`config.mk`:
```
export PLATFORM = sky130hd
export DESIGN_NAME = mult_iter
export DESIGN_NICKNAME = d
export VERILOG_FILES = /design/src/rtl/mult_iter.sv
export SDC_FILE = /design/constraint.sdc
export NUM_CORES = 1
export LEC_CHECK = 0
export CAP_MARGIN = 40
export CORE_MARGIN = 8
export CORE_UTILIZATION = 50
export CTS_BUF_LIST = sky130_fd_sc_hd__clkbuf_16
export CTS_CLUSTER_DIAMETER = 120
export DETAILED_ROUTE_END_ITERATION = 10
export MAX_ROUTING_LAYER = met4
export PLACE_DENSITY = 0.7
export SETUP_SLACK_MARGIN = 0.3
export SYNTH_ARGS = -nofsm -noshare
export SYNTH_HDL_FRONTEND = slang
export SYNTH_SLANG_ARGS = --single-unit
```
`constraint.sdc`:
```
create_clock -name clk -period 6.69 [get_ports clk]
set_clock_uncertainty 0.2 [all_clocks]
set_input_delay 0.669 -clock clk [delete_from_list [all_inputs] [get_ports clk]]
set_output_delay 0.669 -clock clk [all_outputs]
set_load 0.02 [all_outputs]
```
`src/rtl/mult_iter.sv`:
```
// Iterative radix-2 shift-add multiplier producing a full 2*WIDTH-bit product.
// Signed operands are multiplied as magnitudes and the product negated at the end.
module mult_iter #(
  parameter int WIDTH = 32
) (
  input  logic                 clk,
  input  logic                 rstn,
  input  logic                 start,
  input  logic                 sign,
  input  logic [WIDTH-1:0]     a,
  input  logic [WIDTH-1:0]     b,
  output logic                 busy,
  output logic                 done,
  output logic [2*WIDTH-1:0]   result
);

  localparam logic [1:0] IDLE = 2'd0;
  localparam logic [1:0] CALC = 2'd1;
  localparam logic [1:0] DONE = 2'd2;

  localparam int CW = $clog2(WIDTH);
  localparam logic [CW-1:0] LAST = CW'(WIDTH - 1);

  logic [1:0]           state;
  logic [CW-1:0]        count;
  logic [2*WIDTH-1:0]   mcand;
  logic [2*WIDTH-1:0]   acc;
  logic [2*WIDTH-1:0]   acc_next;
  logic [WIDTH-1:0]     mplier;
  logic                 neg;
  logic [WIDTH-1:0]     mag_a;
  logic [WIDTH-1:0]     mag_b;

  // The most-negative value negates to itself, which is its correct unsigned magnitude.
  always_comb begin
    mag_a    = (sign && a[WIDTH-1]) ? -a : a;
    mag_b    = (sign && b[WIDTH-1]) ? -b : b;
    acc_next = mplier[0] ? (acc + mcand) : acc;
  end

  always_ff @(posedge clk) begin
    if (!rstn) begin
      state  <= IDLE;
      count  <= '0;
      mcand  <= '0;
      mplier <= '0;
      acc    <= '0;
      neg    <= 1'b0;
      busy   <= 1'b0;
      done   <= 1'b0;
      result <= '0;
    end else begin
      case (state)
        IDLE, DONE: begin
          done <= 1'b0;
          if (start) begin
            state  <= CALC;
            count  <= '0;
            mcand  <= {{WIDTH{1'b0}}, mag_a};
            mplier <= mag_b;
            acc    <= '0;
            neg    <= sign & (a[WIDTH-1] ^ b[WIDTH-1]);
            busy   <= 1'b1;
          end else begin
            state <= IDLE;
          end
        end
        CALC: begin
          acc    <= acc_next;
          mcand  <= mcand << 1;
          mplier <= mplier >> 1;
          count  <= count + 1'b1;
          if (count == LAST) begin
            state  <= DONE;
            busy   <= 1'b0;
            done   <= 1'b1;
            result <= neg ? -acc_next : acc_next;
          end
        end
        default: state <= IDLE;
      endcase
    end
  end

endmodule

```
Yosys cells after proc, flatten, opt, wreduce, memory -nomap -nowiden
Index checks and enable logic that the tools add are counted.
- bitwise gates (word level): 2
- multiplexer cells: 20
- eq/ne operators: 5
- reductions and logical operators: 10
- add/sub/neg operators: 5
- operators with widths (operator ; count):
    2-to-1 mux 64 bit ; 4
    case mux 64 bit (2 select lines) ; 2
    2-to-1 mux 32 bit ; 3
    adder 64 bit ; 1
    negation 32 bit ; 2
    negation 64 bit ; 1
    case mux 32 bit (2 select lines) ; 1
    case mux 5 bit (2 select lines) ; 1
    AND reduction 2 bit ; 4
    adder 5 x 1 -> 5 bit, second input constant ; 1
    equality test 5 bit, second input constant ; 1
    2-to-1 mux 5 bit ; 1
    2-to-1 mux 1 bit ; 4
    inequality test 2 bit, second input constant ; 2
    case mux 1 bit (2 select lines) ; 2
    case mux 2 bit (2 select lines) ; 1
    AND reduction 3 bit ; 1
    equality test 2 x 1 -> 1 bit, second input constant ; 1
    equality test 2 bit, second input constant ; 1
    logical AND 1 bit ; 2
    logical NOT 2 bit ; 1
    2-to-1 mux 2 bit ; 1
    nonzero test 2 bit ; 1
    OR reduction 2 bit ; 1
    other kinds (2) ; 2
- output and inout bits: 66
- bits of input ports: 68
- bits in registers: 234
- word-level logic and storage cells: 51

Depth between registers and ports, before layout
Gate-level depths: netlist of run 1.
- word-level depth: 4
- gate-level depth with buffers: 17
- gate-level depth less buffers: 15

Least setup slack after synthesis of run 1
No wires, ideal clock.
- path kind: reg-to-reg
- start point: register acc[21]
- end point: register result[56]
- stages on the path, launching flop included: 18
- buffers on the path: 4
- setup time: 132 ps
- arrival: 4415 ps
- setup slack: 1943 ps
- clock period less this slack: 4747 ps
- data required time: 6358 ps
- cells stage by stage: dfxtp_1 ha_1 clkbuf_2 and4_1 clkbuf_1 nand2_1 a2111o_1 o221ai_2 xor2_1 mux2_4 or4_4 or4_4 buf_6 or3_4 buf_6 o31a_1 o311ai_0 a21oi_1
- longest elaborated chain between the ends: 4
- RTL lines (what ; RTL line ; source):
    start, declared ; 27 ; logic [2*WIDTH-1:0] acc;
    start signal, assigned ; 69 ; acc <= acc_next;
    adder 64 bit ; 38 ; acc_next = mplier[0] ? (acc + mcand) : acc;
    2-to-1 mux 64 bit (*) ; 38 ;
    negation 64 bit ; 77 ; result <= neg ? -acc_next : acc_next;
    2-to-1 mux 64 bit (*) ; 77 ;
    end signal, assigned ; 77 ;
    end, declared ; 14 ; output logic [2*WIDTH-1:0] result
Every way passes the cells marked *; elsewhere a longest branch is shown, timed or not.
A chain may end at the register's enable or synchronous reset.

Worst setup path in the final report of run 1
- start point: register mcand[0]
- end point: register result[63]
- longest elaborated chain between the ends: 4
- RTL lines (what ; RTL line ; source):
    start, declared ; 26 ; logic [2*WIDTH-1:0] mcand;
    start signal, assigned ; 59 ; mcand <= {{WIDTH{1'b0}}, mag_a};
    start signal, assigned ; 70 ; mcand <= mcand << 1;
    adder 64 bit (*) ; 38 ;
    2-to-1 mux 64 bit (*) ; 38 ;
    negation 64 bit ; 77 ;
    2-to-1 mux 64 bit (*) ; 77 ;
Marks and branches as above.

==> results of run 1 <==
## layout by cell type (no fill, tap or decap), drive strengths merged, types with 13 or more instances in the layout
master         Yosys  layout
buf               50      35
ha                68      68
inv               30      38
or3               23      23
nand2b            15      15
a21o              28      28
o21ai            153     153
dfxtp            234     234
a21oi            274     274
nand3             54      54
nand4             47      47
xor2              63      63
clkinv             2      14
nor4              21      21
clkdlybuf4s50      0     133
nor3              53      53
nand2            280     280
xnor2             61      61
o21a              27      27
a22oi            137     137
nor2             277     277
a31oi             13      13
clkbuf           118      28
and2              13      13
a211oi            24      24
and3              20      20
o31ai             30      30
o211ai            18      18
## sequential cells by signal, summed over array words and instances, names as in the netlist
name and count:
neg 1, acc 64, count 5, done 1, mcand 64, result 64
state 2, busy 1, mplier 32
## power by group
part / internal (mW) / switching, mW / total, mW
Combinational: 0.210 / 0.390 / 0.600
Clock: 0.912 / 0.643 / 1.56
Sequential: 1.43 / 0.0342 / 1.46
Total: 2.55 / 1.07 / 3.62
## kinds of logic (layout without fill, tap and decap cells)
| family | after synthesis | in the layout | synth area share, % |
|---|---|---|---|
| fa+ha+maj | 69 | 69 | 5.061 |
| buf+inv | 201 | 252 | 5.228 |
| compound gates | 827 | 827 | 31.08 |
| xor+xnor | 124 | 124 | 6.311 |
| mux | 23 | 23 | 1.440 |
| flops | 234 | 234 | 27.22 |
| simple gates | 871 | 871 | 23.65 |
## critical path, delay by kind of cell (launching register included)
| kind | cells | cell delay, ns |
|---|---|---|
| and+or+nand+nor | 5 | 2.22 |
| AOI/OAI and AO/OA | 5 | 1.48 |
| adders and majority gates | 2 | 0.42 |
| xor gates and xnor gates | 1 | 0.38 |
| DFF | 1 | 0.33 |
| buffers and inverters | 2 | 0.29 |
| muxes | 1 | 0.24 |
## metal layers
metal / vias up / wire length (um) / track usage, %
met4: 0 / 2876 / 11.53
met5: - / 0 / -
met2: 633 / 29630 / 50.41
li1: 8730 / - / -
met1: 8712 / 25670 / 36.58
met3: 157 / 3375 / 3.104
## layout make-up
class | count | share of cell area (%)
clock inverters | 24 | 1.130
inverters | 32 | 0.6383
multi-input cells | 1914 | 59.44
repair buffers | 168 | 8.387
clock buffers | 28 | 3.574
well taps | 455 | 2.904
flip-flops and latches | 234 | 23.92
## metrics by stage
| step | instances | instance area [um^2] |
|---|---|---|
| 2_1_floorplan | 2349 | 17210 |
| 3_5_place_dp | 2803 | 18680 |
| 6_report | 2855 | 19600 |
| 3_3_place_gp | 2799 | 18600 |
| 5_1_grt | 2855 | 19600 |
| 4_1_cts | 2855 | 19600 |
## final timing paths
check,endpoint,cells past startpoint
setup reg to reg,result[63],16
setup / recovery,result[63],16
hold reg to reg,result[11],2
hold / removal,result[11],2
==> flow_summary.ini, run 1 <==
[status]
run_status = finished clean

[clock_tree]
clock_latency_ns = 0.57
clock-root-buffer = clkbuf_16
post-cts-setup-buffer-count = 0
post_cts_resized = 0
htreeDepth = 1
cts_sinks = 234
cts_buffers = 28
clkTransAtPathRegs_ns = 0.06
cts_hold_buf = 0
cts_tree = yes
cts_buffer_depth = 3

[placed_design]
gp_congestion = 0.9972
dp_hpwl_um = 46940
dpl_worst_slack_ns = 1.180
port_buffers = 133

[sta]
finalSetupTns_ns = 0
hold_viol = 0
report.final.slew_viol_count = 0
timing.fmax_mhz = 175.7
min_period_ns = 5.693
tightest_slew_ns = 0.9781
slew_headroom_pct = 34.11
holdWs_ns = 0.2521
post-route-period-util_pct = 85.10
grt_setup_unrepaired = no
worst_slack_ns = 0.9970
setup_viol = 0

[logic_synthesis]
synthTopCellsByCount = nand2_1 (280), nor2_1 (277), a21oi_1 (269), dfxtp_1 (234), o21ai_0 (151)
synth_top_area_share_pct = 27.22
yosysMostFrequentCell = nand2_1
synth_ff_type = dfxtp_1
yosys_warnings = 0
synth_fp_nets = 2486
synth.largest_area_cell = dfxtp_1
netlist_area_um2 = 17210
synth_edf_count = 0
syn_area_per_cell_um2 = 7.326
synth-seq-cells = 234
synth_seq_area_share_pct = 27.22
synthArstFlopShare_pct = 0
yosys-top-cells-area = dfxtp_1 (27%), a21oi_1 (7.8%), nand2_1 (6.1%)
syn_inst = 2349
synth_cell_types = 100

[pwr]
ir_drop_uv = 179.6
p_total_mw = 3.619
powerDensity_nw_per_um2 = 184.6
p_leak_nw = 7.182

[routing]
drt-initial-drc-count = 1502
wl_per_cell_um = 21.56
antenna_left = 0
num_vias = 18230
firstDrtPassIters = 5
drt_wl_total_um = 61550
avgViaCountPerCell = 6.386
drc_errors = 0

[cells_and_area]
final_core_util_pct = 57.31
multi_input_area_um2 = 11650
diodes = 0
area_delta_synth_final_pct = 13.92
regArea_um2 = 4690
final_layout_size_suffix_gt1_share_pct = 5.875
nFillCells = 3342
nets = 2515

[global_routing]
antenna_found_initial = 0
overflow = 0
track_usage_pct = 29.95
grt_pass1_wl_um = 97510
grt_max_degree = 82
grt_pass1_vias = 17450

[setup_path]
cp.arrival_ns = 5.94
crit_fanout = 6
setup.worst_path.start_class = flip-flop
cpPeakStageDelay_ns = 0.62
r2r-start = mcand[0]
worst_path_max_delay_cell = nor4_1
crit_chain = ha_1 > inv_1 > fa_1 > and2b_1 > o31a_2 > o21ai_0 > a2111oi_0 > buf_4 > nor3_1 > xor2_1 > o21ai_0 > nor4_1 > nand3_1 > nor4_2 > mux2i_1 > o21ai_0
worstPathRequired_ns = 6.94
r2r_slack_ns = 1.0
endpoint_kind = flip-flop
path_class = reg2reg
crit_top_cell = o21ai_0
critPathLaunch = mcand[0]

[floorplanning]
fp.coreArea_um2 = 34200
ios = 134
rows = 68
dieWidth_um = 201.5
start_util_pct = 50.31
dieArea_um2 = 40610
die_h_um = 201.5

[job]
cap_violations = 0

[hold_path]
worstHoldStart = result[11]
hp-class = reg2reg
Note: power is estimated with default switching activity, not from simulation.
==> run 2: changes to the inputs <==
- HOLD_SLACK_MARGIN: not set -> 0.1
==> results of run 2 <==
The final DEF is identical to that of run 1; final timing and power are the same.
